===== src/rtl/clock_domain_reset_sequencer.sv =====
// Reset and clock-enable sequencer for up to 16 downstream clock domains.
// A power-on sequence follows its own reset; runtime requests re-reset a masked subset of domains.
module clock_domain_reset_sequencer #(
  parameter int N_DOMAINS   = 4,
  parameter int QUIESCE_CYC = 8,
  parameter int HOLD_CYC    = 16,
  parameter int STAGGER_CYC = 4
) (
  input  logic                 clock,
  input  logic                 reset,
  input  logic                 req_valid,
  output logic                 req_ready,
  input  logic [N_DOMAINS-1:0] req_mask,
  output logic [N_DOMAINS-1:0] domain_reset,
  output logic [N_DOMAINS-1:0] domain_clock_en,
  output logic                 busy,
  output logic                 done
);

  localparam int MAX_QH  = (QUIESCE_CYC > HOLD_CYC) ? QUIESCE_CYC : HOLD_CYC;
  localparam int MAX_CYC = (MAX_QH > STAGGER_CYC) ? MAX_QH : STAGGER_CYC;
  localparam int CW      = $clog2(MAX_CYC) + 1;
  localparam int IW      = $clog2(N_DOMAINS + 1);
  localparam logic [IW-1:0] NO_IDX = IW'(N_DOMAINS);

  typedef enum logic [2:0] {ASSERT, QUIESCE, RELEASE, DONE, IDLE} state_t;

  state_t               state, nxt_state;
  logic [CW-1:0]        cnt, nxt_cnt;
  logic [IW-1:0]        idx, nxt_idx, drop_idx;
  logic [N_DOMAINS-1:0] mask, nxt_mask, nxt_rst, nxt_en;
  logic                 do_drop;

  // Lowest masked index at or above 'from', or NO_IDX when none remain.
  function automatic logic [IW-1:0] next_masked(input logic [N_DOMAINS-1:0] m, input int from);
    logic [IW-1:0] r;
    r = NO_IDX;
    for (int i = N_DOMAINS - 1; i >= 0; i--)
      if (i >= from && m[i]) r = IW'(i);
    return r;
  endfunction

  always_comb begin
    nxt_state = state;
    nxt_cnt   = cnt;
    nxt_idx   = idx;
    nxt_mask  = mask;
    nxt_rst   = domain_reset;
    nxt_en    = domain_clock_en;
    drop_idx  = NO_IDX;
    do_drop   = 1'b0;
    case (state)
      IDLE: begin
        if (req_valid) begin
          nxt_mask = req_mask;
          if (req_mask == '0) begin
            nxt_state = DONE;
          end else begin
            nxt_state = QUIESCE;
            nxt_cnt   = CW'(QUIESCE_CYC - 1);
            nxt_en    = domain_clock_en & ~req_mask;
          end
        end
      end
      QUIESCE: begin
        if (cnt == '0) begin
          nxt_state = ASSERT;
          nxt_cnt   = CW'(HOLD_CYC - 1);
          nxt_rst   = domain_reset | mask;
          nxt_en    = domain_clock_en | mask;
        end else begin
          nxt_cnt = cnt - CW'(1);
        end
      end
      ASSERT: begin
        nxt_rst = domain_reset | mask;
        nxt_en  = domain_clock_en | mask;
        if (cnt == '0) begin
          drop_idx = next_masked(mask, 0);
          do_drop  = 1'b1;
        end else begin
          nxt_cnt = cnt - CW'(1);
        end
      end
      RELEASE: begin
        if (idx == NO_IDX) begin
          nxt_state = DONE;
        end else if (cnt == '0) begin
          drop_idx = idx;
          do_drop  = 1'b1;
        end else begin
          nxt_cnt = cnt - CW'(1);
        end
      end
      DONE:    nxt_state = IDLE;
      default: nxt_state = IDLE;
    endcase

    // A drop releases one domain now and arms the stagger timer for the next masked one;
    // after the last drop idx parks at NO_IDX so RELEASE exits on the following edge.
    if (do_drop) begin
      if (drop_idx == NO_IDX) begin
        nxt_state = DONE;
      end else begin
        for (int i = 0; i < N_DOMAINS; i++)
          if (IW'(i) == drop_idx) nxt_rst[i] = 1'b0;
        nxt_idx   = next_masked(mask, int'(drop_idx) + 1);
        nxt_cnt   = CW'(STAGGER_CYC - 1);
        nxt_state = RELEASE;
      end
    end
  end

  // Reset parks in ASSERT with one extra count so the first post-reset cycle starts the hold.
  always_ff @(posedge clock) begin
    if (reset) begin
      state           <= ASSERT;
      cnt             <= CW'(HOLD_CYC);
      idx             <= NO_IDX;
      mask            <= '1;
      domain_reset    <= '1;
      domain_clock_en <= '0;
      done            <= 1'b0;
    end else begin
      state           <= nxt_state;
      cnt             <= nxt_cnt;
      idx             <= nxt_idx;
      mask            <= nxt_mask;
      domain_reset    <= nxt_rst;
      domain_clock_en <= nxt_en;
      done            <= (nxt_state == DONE);
    end
  end

  assign req_ready = (state == IDLE);
  assign busy      = (state != IDLE);

endmodule


===== config.mk =====
export PLATFORM = sky130hd
export DESIGN_NAME = clock_domain_reset_sequencer
export DESIGN_NICKNAME = d
export VERILOG_FILES = /design/src/rtl/clock_domain_reset_sequencer.sv
export SDC_FILE = /design/constraint.sdc
export NUM_CORES = 1
export LEC_CHECK = 0
export CORE_ASPECT_RATIO = 1.1
export CORE_MARGIN = 2
export CORE_UTILIZATION = 30
export DETAILED_ROUTE_END_ITERATION = 8
export GPL_ROUTABILITY_DRIVEN = 1
export PLACE_DENSITY = 0.52
export SETUP_SLACK_MARGIN = 0.1
export SLEW_MARGIN = 20
export SYNTH_ARGS = -nofsm -noshare
export SYNTH_HDL_FRONTEND = slang
export SYNTH_SLANG_ARGS = --single-unit

===== constraint.sdc =====
create_clock -name clock -period 3.35 [get_ports clock]
set_input_delay 1.005 -clock clock [delete_from_list [all_inputs] [get_ports clock]]
set_output_delay 1.005 -clock clock [all_outputs]
set_load 0.005 [all_outputs]

==> impl_metrics.env, run 1 <==
export IMPL_coreArea_um2=4680
export IMPL_fin_ws_ns=0.626
export IMPL_cts_buffers=3
export IMPL_critPathRequiredTime_ns=2.34
export IMPL_antenna_left=0
export IMPL_hpwl_mm=2.58
export IMPL_track_usage_pct=13.3
export IMPL_critical_path_arrival_ns=1.72
export IMPL_yosys_warnings=0
export IMPL_portBuffers=17
export IMPL_avgSynthCellArea_um2=8.33
export IMPL_cts_path_max_buffers=2
export IMPL_boundaryPins=18
export IMPL_ctsHoldBuffers=0
export IMPL_core_rowCount=26
export IMPL_hp_start="domain_clock_en[0]"
export IMPL_clock_fmax_mhz=367
export IMPL_final_nets=208
export IMPL_path_max_fanout=15
export IMPL_leakagePower_nw=0.651
export IMPL_grt_pass1_vias=1231
export IMPL_path_clk_slew_ns=0.08
export IMPL_postCtsSetupBuffers=0
export IMPL_r2r_slack_ns=0.73
export IMPL_worst_setup_path_type="register to output pin"
export IMPL_hold_path_class="register to register"
export IMPL_setup_tns_ns=0
export IMPL_htreeDepth=1
export IMPL_final_common_cell="dfxtp_1"
export IMPL_vdd_drop_max_uv=252
export IMPL_cts_tree="yes"
export IMPL_synthCells=176
export IMPL_grt_max_degree=25
export IMPL_synth_distinct_cells=53
export IMPL_clkLatencyLatePin_ns=0.27
export IMPL_relSlewSlack_pct=55.2
export IMPL_die_w_um=70.7
export IMPL_finalCriticalPeriod_ns=2.72
export IMPL_reg2reg_to="idx[0]"
export IMPL_crit_slowest_cell="clkdlybuf4s50_1"
export IMPL_drt_wl_total_mm=3.45
export IMPL_cts_resized=0
export IMPL_wl_per_cell_um=13.9
export IMPL_drv_cap=0
export IMPL_start_util_pct=31.3
export IMPL_ys_seq_area_share_pct=32.8
export IMPL_synth_top_area_cell="dfxtp_1"
export IMPL_ys_async_sr_fraction_pct=0
export IMPL_grt_pass1_wl_mm=5.84
export IMPL_worst_pin_slew_ns=0.670
export IMPL_drive_gt1_share_pct=10.5
export IMPL_reg2reg_from="cnt[0]"
export IMPL_hold_path_end="domain_clock_en[0]"
export IMPL_drcViolationCount=0
export IMPL_vias=1290
export IMPL_syn_nets=192
export IMPL_grt_overflow=0
export IMPL_fin_crit_sh_pct=81.3
export IMPL_syn2layout_area_growth_pct=18.1
export IMPL_synth_edf_count=0
export IMPL_hold_violations=0
export IMPL_place_gp_congestion=0.828
export IMPL_dp_slack_ns=0.549
export IMPL_status="finished clean"
export IMPL_drv_slew=0
export IMPL_synth_cell_area_um2=1470
export IMPL_path_cells="nor2_1 > nand2_1 > inv_1 > clkdlybuf4s50_1"
export IMPL_synthTopCellsByArea="dfxtp_1, ha_1, a21oi_1, nand2_1, nor2_1"
export IMPL_synth_flop_cell="dfxtp_1"
export IMPL_routed_via_density=5.22
export IMPL_p_per_area_nw_per_um2=643
export IMPL_end_kind="output pin"
export IMPL_diodes=0
export IMPL_root_buffer="clkbuf_8"
export IMPL_cts_sinks=24
export IMPL_final_cell_mix="dfxtp_1, a21oi_1, nand2_1"
export IMPL_rsz0062_at_grt="false"
export IMPL_setup_viol=0
export IMPL_hold_depth=2
export IMPL_fp_dieH_um=77.3
export IMPL_ys_ff_latch=24
export IMPL_critPathMaxStageDelay_ns=0.50
export IMPL_first_iter_violations=34
export IMPL_antenna_found_initial=0
export IMPL_skew_ns=0.00568
export IMPL_dieArea_um2=5460
export IMPL_drt_pass1_iter_count=4
export IMPL_start_kind="register"
export IMPL_synth_top_area_share_pct=32.8
export IMPL_r2r_cells=11
## critical path, delay by kind of cell (launching register included)
family	cells	cell delay (ns)
buf+inv	2	0.60
flops	1	0.45
simple gates	2	0.41
## worst max path at each step
stage                startpoint        end  slack, ns  depth (start not counted)
floorplan                cnt[0]     idx[0]       1.04                         11
global placement    req_mask[3]     cnt[3]       0.61                          5
detailed placement  req_mask[3]     cnt[3]       0.55                          5
CTS                    state[1]  req_ready       0.60                          4
global route           state[1]  req_ready       0.47                          4
finish                 state[1]  req_ready       0.63                          4
## per-stage QoR
step | std cells | power [mW] | hold WS [ns] | utilization [%] | area [µm²]
after floorplan | 176 | 0.787 | 0.474 | - | 1470
after global placement | 243 | 0.908 | 0.486 | 35.8 | 1680
after detailed placement | 243 | 0.916 | 0.492 | 35.8 | 1680
after CTS | 247 | 1.12 | 0.522 | 37.0 | 1730
after global routing | 247 | 1.20 | 0.535 | 37.0 | 1730
final | 247 | 1.11 | 0.512 | 37.0 | 1730
## registers in the layout, summed over array words and instances (netlist names)
register and cells:
cnt 5, domain_clock_en 4, domain_reset 4, done 1, idx 3, mask 4
state 3
## kinds of logic (layout without fill, tap and decap cells)
logic type	count (synthesis)	in the layout	share of synthesized area, %
buffers and inverters	20	35	6.40
DFF	24	24	32.8
adders and majority gates	9	9	7.68
and+or+nand+nor	72	72	29.4
AOI/OAI and AO/OA	51	51	23.7
## where the power goes
group | total [mW] | leakage, nW | internal (mW) | switching, mW
logic | 0.499 | 0.425 | 0.245 | 0.255
clock network | 0.201 | 0.0288 | 0.105 | 0.0960
registers | 0.414 | 0.197 | 0.339 | 0.0748
## metal layers
| layer | vias to the layer above | share of wire [%] | GRT usage [%] | wire, µm |
|---|---|---|---|---|
| met4 | 0 | 2.3 | 5.66 | 80 |
| met2 | 33 | 45 | 21.3 | 1560 |
| met1 | 591 | 49 | 17.7 | 1670 |
| met3 | 6 | 3.8 | 1.84 | 131 |
| met5 | - | 0 | 0 | 0 |
| li1 | 660 | - | - | - |
## cell type report
type                            instances  area, µm²
Clock buffer                            4       55.1
Fill cell                             488       2950
Inverter                               11       41.3
Multi-Input combinational cell        132        892
Sequential cell                        24        480
Tap cell                               56       70.1
Timing Repair Buffer                   20        193
## synthesized netlist by cell type, drive strengths merged (3+ instances only)
| library cell | n |
|---|---|
| a21oi | 22 |
| a22oi | 4 |
| buf | 5 |
| clkbuf | 4 |
| dfxtp | 24 |
| ha | 9 |
| inv | 11 |
| nand2 | 19 |
| nand2b | 3 |
| nor2 | 18 |
| nor2b | 3 |
| nor3 | 5 |
| nor3b | 3 |
| o21ai | 6 |
| or2 | 4 |
Note: power is estimated with default switching activity, not from simulation.
==> run 2: changes to the inputs <==
- PLACE_DENSITY: 0.52 -> 0.54
- clock period: 3.35 -> 2.4 ns (I/O delays scaled with it)
==> run 2 against run 1 <==
Effect of this change:
- worst hold slack got worse by 0.0060 ns
- global-route usage increased by 0.73 points
- critical path depth rose by 7
- clock-buffer cell count did not move
- final cell count grew 10%
- clock power increased by 43%
- sequential share of layout area is 3.2 points lower
- sequential cell count did not move
- non-clock buffer count rose by 25
- first-iteration DRC count is 94% higher
- combinational power up 79%
- largest power group unchanged
==> impl_metrics.env, run 2 (synthesized netlist as in run 1, its figures left out) <==
export IMPL_final_cell_mix="buf_4, a21oi_1, dfxtp_1"
export IMPL_status="finished clean"
export IMPL_syn2layout_area_growth_pct=34.8
export IMPL_final_common_cell="buf_4"
export IMPL_drt_pass1_iter_count=4
export IMPL_clock_fmax_mhz=446
export IMPL_grt_max_degree=15
export IMPL_cts_buffers=3
export IMPL_grt_pass1_wl_mm=6.15
export IMPL_hp_start="domain_clock_en[2]"
export IMPL_largest_reg_flops=5
export IMPL_power_frac_seq_pct=31.0
export IMPL_clkLatencyLatePin_ns=0.27
export IMPL_end_kind="register"
export IMPL_htreeDepth=1
export IMPL_track_usage_pct=14.0
export IMPL_root_buffer="clkbuf_8"
export IMPL_worst_setup_path_type="register to register"
export IMPL_ctsHoldBuffers=0
export IMPL_crit_slowest_cell="or4b_1"
export IMPL_finalCriticalPeriod_ns=2.24
export IMPL_p_comb_share_pct=52.3
export IMPL_clock_power_share_pct=16.7
export IMPL_leakagePower_nw=0.813
export IMPL_drv_slew=0
export IMPL_power_mw=1.71
export IMPL_vdd_drop_max_uv=370
export IMPL_coreArea_um2=4680
export IMPL_worst_pin_slew_ns=0.380
export IMPL_path_clk_slew_ns=0.09
export IMPL_sw_frac_of_total_pct=37.0
export IMPL_final_nets=233
export IMPL_setup_viol=0
export IMPL_skew_ns=0.00463
export IMPL_p_per_area_nw_per_um2=867
export IMPL_fin_crit_sh_pct=93.5
export IMPL_regMostFlops="cnt"
export IMPL_cts_sinks=24
export IMPL_critPathRequiredTime_ns=2.59
export IMPL_cts_tree="yes"
export IMPL_placedCellCount=263
export IMPL_vias=1366
export IMPL_netSwitchingPower_mw=0.633
export IMPL_first_iter_violations=66
export IMPL_grt_overflow=0
export IMPL_dieArea_um2=5460
export IMPL_critical_path_arrival_ns=2.44
export IMPL_antenna_left=0
export IMPL_boundaryPins=18
export IMPL_wl_per_cell_um=13.3
export IMPL_portBuffers=17
export IMPL_routed_via_density=5.02
export IMPL_drt_wl_total_mm=3.62
export IMPL_path_cells="inv_2 > ha_1 > nor4b_4 > nand2_2 > nor2_2 > buf_4 > ha_1 > nor2b_2 > a21oi_1 > or4b_1 > o32ai_2"
export IMPL_critPathMostFrequentCell="ha_1"
export IMPL_drcViolationCount=0
export IMPL_start_util_pct=31.3
export IMPL_hold_path_class="register to register"
export IMPL_grt_pass1_vias=1257
export IMPL_antenna_found_initial=0
export IMPL_relSlewSlack_pct=74.6
export IMPL_startpoint="cnt[0]"
export IMPL_cts_path_max_buffers=2
export IMPL_p_int_mw=1.08
export IMPL_reg2reg_from="cnt[0]"
export IMPL_drive_gt1_share_pct=25.9
export IMPL_core_rowCount=26
export IMPL_start_kind="register"
export IMPL_path_max_fanout=2
export IMPL_hpwl_mm=2.73
export IMPL_critPathMaxStageDelay_ns=0.51
export IMPL_rsz0062_at_grt="true"
export IMPL_fp_dieH_um=77.3
export IMPL_finalNonFillerCells=272
export IMPL_hold_violations=0
export IMPL_die_w_um=70.7
export IMPL_place_gp_congestion=0.785
export IMPL_diodes=0
export IMPL_drv_cap=0
run 2: cell types whose count changed in the layout (fill, tap and decap cells not counted), moves of 2 or more:
cell,delta
inv_2,+3
nor2_2,+2
nor2_1,-2
dfxtp_1,-2
buf_4,+24
inv_1,-3
run 2: routing by layer:
| layer | vias to the layer above | global-route usage [%] | wire length [µm] |
|---|---|---|---|
| li1 | 707 | - | - |
| met1 | 629 | 19.2 | 1840 |
| met2 | 25 | 22.5 | 1610 |
| met3 | 5 | 2.23 | 117 |
| met4 | 0 | 4.53 | 43 |
| met5 | - | 0 | 0 |
run 2: cell type report:
| class | count | area [µm²] |
|---|---|---|
| Clock buffer | 4 | 55.1 |
| Sequential cell | 24 | 485 |
| Fill cell | 503 | 2710 |
| Tap cell | 56 | 70.1 |
| Inverter | 11 | 41.3 |
| Timing Repair Buffer | 45 | 387 |
| Multi-Input combinational cell | 132 | 938 |
run 2: path summary, 6_finish.rpt:
path / end / cells after the start / slack [ns]
setup / recovery: idx[0] / 11 / 0.16
hold / removal: domain_clock_en[2] / 2 / 0.51
setup reg to reg: idx[0] / 11 / 0.16
hold reg to reg: domain_clock_en[2] / 2 / 0.51
run 2: timing repair:
item | in CTS | in global routing
resized for setup | 8 | 9
setup endpoints to repair | 3 | 7
buffers inserted | 2 | 3
pin swaps | 0 | 1
run 2: stage by stage:
stage,setup TNS [ns],instance area [µm²],util (%),worst slack [ns],hold slack [ns]
finish,0,1980,42.2,0.157,0.506
global route,0,1980,42.2,0.00204,0.530
CTS,0,1920,41.1,0.108,0.514
detailed placement,-0.0442,1830,39.0,-0.0442,0.483
global placement,0,1830,39.0,0.000276,0.488
floorplan,0,1470,-,0.126,0.474
run 2: power by group through the flow:
| stage | registers, mW | clock network [mW] | logic (mW) |
|---|---|---|---|
| global placement | 0.541 | 0 | 0.862 |
| CTS | 0.530 | 0.295 | 0.883 |
| floorplan | 0.542 | 0 | 0.560 |
| finish | 0.532 | 0.287 | 0.895 |
| detailed placement | 0.543 | 0 | 0.850 |
| global route | 0.544 | 0.310 | 0.999 |
run 2: worst max-delay path: cells and delay by family, from the launching register on:
kind | cells | cell delay (ns)
adder cells (fa/ha/maj) | 2 | 0.37
flip-flops | 1 | 0.33
AND/OR/NAND/NOR | 5 | 1.14
buffers and inverters | 2 | 0.20
AO/OA/AOI/OAI | 2 | 0.15
==> run 3: changes to the inputs <==
- PLACE_DENSITY: 0.54 -> 0.52
- clock period: 2.4 -> 2.6 ns (I/O delays scaled with it)
==> run 3 against run 2 <==
Effect of this change:
- clock skew shrank 0.0033 ns
- clock power down 7.7%
- combinational power is 19% lower
- sequential cell count stayed put
- non-clock buffer count fell by 16
- sequential power decreased by 3%
- first-iteration DRC count down 50%
- final area fell by 7.3%
- clock-buffer cell count is the same
- setup slack improved by 0.061 ns
- final cell count down 5.9%
- sequential share of layout area is 2.1 points higher
- critical endpoint is now req_ready
- largest cell class unchanged
- highest routed layer unchanged
==> impl_metrics.env, run 3 (synthesized netlist as in run 1, its figures left out) <==
export IMPL_status="finished clean"
export IMPL_first_iter_violations=33
export IMPL_final_common_cell="a21oi_1"
export IMPL_end_kind="output pin"
export IMPL_rsz0062_at_grt="false"
export IMPL_routed_via_density=5.32
export IMPL_htreeDepth=1
export IMPL_fp_dieH_um=77.3
export IMPL_cp_num_buf_inv=3
export IMPL_grt_max_degree=25
export IMPL_antenna_left=0
export IMPL_vias=1361
export IMPL_root_buffer="clkbuf_8"
export IMPL_fin_crit_sh_pct=91.6
export IMPL_power_mw=1.51
export IMPL_antenna_found_initial=0
export IMPL_diodes=0
export IMPL_core_rowCount=26
export IMPL_clkLatencyLatePin_ns=0.27
export IMPL_skew_ns=0.00129
export IMPL_cts_sinks=24
export IMPL_cts_buffers=3
export IMPL_relSlewSlack_pct=74.0
export IMPL_path_max_fanout=10
export IMPL_drive_gt1_share_pct=20.0
export IMPL_fillers=481
export IMPL_fin_util_pct=39.1
export IMPL_final_nets=217
export IMPL_placed_cell_area_um2=1730
export IMPL_coreArea_um2=4680
export IMPL_portBuffers=17
export IMPL_drv_cap=0
export IMPL_hold_violations=0
export IMPL_setup_viol=0
export IMPL_largest_reg_flops=5
export IMPL_dieArea_um2=5460
export IMPL_vdd_drop_max_uv=317
export IMPL_finalCriticalPeriod_ns=2.38
export IMPL_critPathTopFamily="buffers and inverters"
export IMPL_critPathMaxStageDelay_ns=0.50
export IMPL_ctsHoldBuffers=0
export IMPL_p_per_area_nw_per_um2=825
export IMPL_grt_pass1_wl_mm=5.83
export IMPL_worst_pin_slew_ns=0.386
export IMPL_hpwl_mm=2.63
export IMPL_leakagePower_nw=0.706
export IMPL_start_kind="register"
export IMPL_cts_tree="yes"
export IMPL_critPathRequiredTime_ns=1.82
export IMPL_path_cells="buf_4 > nor2_4 > nand2_1 > inv_1 > clkdlybuf4s50_1"
export IMPL_wl_per_cell_um=14.0
export IMPL_setup_tns_ns=0
export IMPL_grt_pass1_vias=1248
export IMPL_path_clk_slew_ns=0.09
export IMPL_worst_setup_path_type="register to output pin"
export IMPL_crit_slowest_cell="clkdlybuf4s50_1"
export IMPL_critical_path_arrival_ns=1.60
export IMPL_track_usage_pct=13.3
export IMPL_place_gp_congestion=0.882
export IMPL_drv_slew=0
export IMPL_hold_path_class="register to register"
export IMPL_grt_overflow=0
export IMPL_die_w_um=70.7
export IMPL_drt_pass1_iter_count=4
export IMPL_start_util_pct=31.3
export IMPL_cts_path_max_buffers=2
export IMPL_drcViolationCount=0
export IMPL_clock_fmax_mhz=420
export IMPL_stdcell_area_um2=1830
export IMPL_drt_wl_total_mm=3.58
export IMPL_final_cell_mix="a21oi_1, dfxtp_1, nand2_1"
export IMPL_regMostFlops="cnt"
export IMPL_boundaryPins=18
export IMPL_syn2layout_area_growth_pct=25.0
==> run 3: metal layers <==
metal	track usage [%]	vias to the layer above	share of wire [%]
met5	0	-	0
met4	4.53	0	0.92
met3	2.10	2	4.2
met2	22.9	33	49
met1	16.6	646	46
li1	-	680	-
==> run 3: layout make-up <==
class / count / area [µm²] / share of cell area [%]
inverter: 11 / 41.3 / 2.25
sequential: 24 / 488 / 26.6
clock buffer: 4 / 55.1 / 3.00
tap: 56 / 70.1 / 3.82
timing repair buffer: 29 / 260 / 14.2
multi-input combinational: 132 / 918 / 50.1
==> run 3: worst min-delay path, cell delays in order (launching register included) <==
cell and delay, ns:
dfxtp_2 0.34, nand2_1 0.06, a31oi_1 0.07
==> run 3: path summary, 6_finish.rpt <==
kind | startpoint | endpoint | slack, ns | cells after the start
max | state[1] | req_ready | 0.22 | 5
min | cnt[0] | cnt[0] | 0.51 | 2
max reg2reg | cnt[0] | idx[0] | 0.22 | 10
min reg2reg | cnt[0] | cnt[0] | 0.51 | 2
==> run 3: timing repair <==
action	4_1_cts	5_1_grt
cloned	0	0
setup buffers	0	2
setup endpoints to repair	1	6
resized for setup	1	12
pin swaps	0	3
==> run 3: metrics by stage <==
stage	std cells	setup WS (ns)	hold slack (ns)
after floorplan	176	0.292	0.474
after global placement	250	0.124	0.489
after detailed placement	250	0.0700	0.481
after CTS	254	0.108	0.519
after global routing	256	0.0483	0.527
final	256	0.218	0.510
==> run 3: power breakdown <==
group | internal [mW] | total (mW) | switching, mW
registers | 0.442 | 0.518 | 0.0763
logic | 0.363 | 0.729 | 0.366
clock network | 0.135 | 0.265 | 0.129
total | 0.940 | 1.51 | 0.571
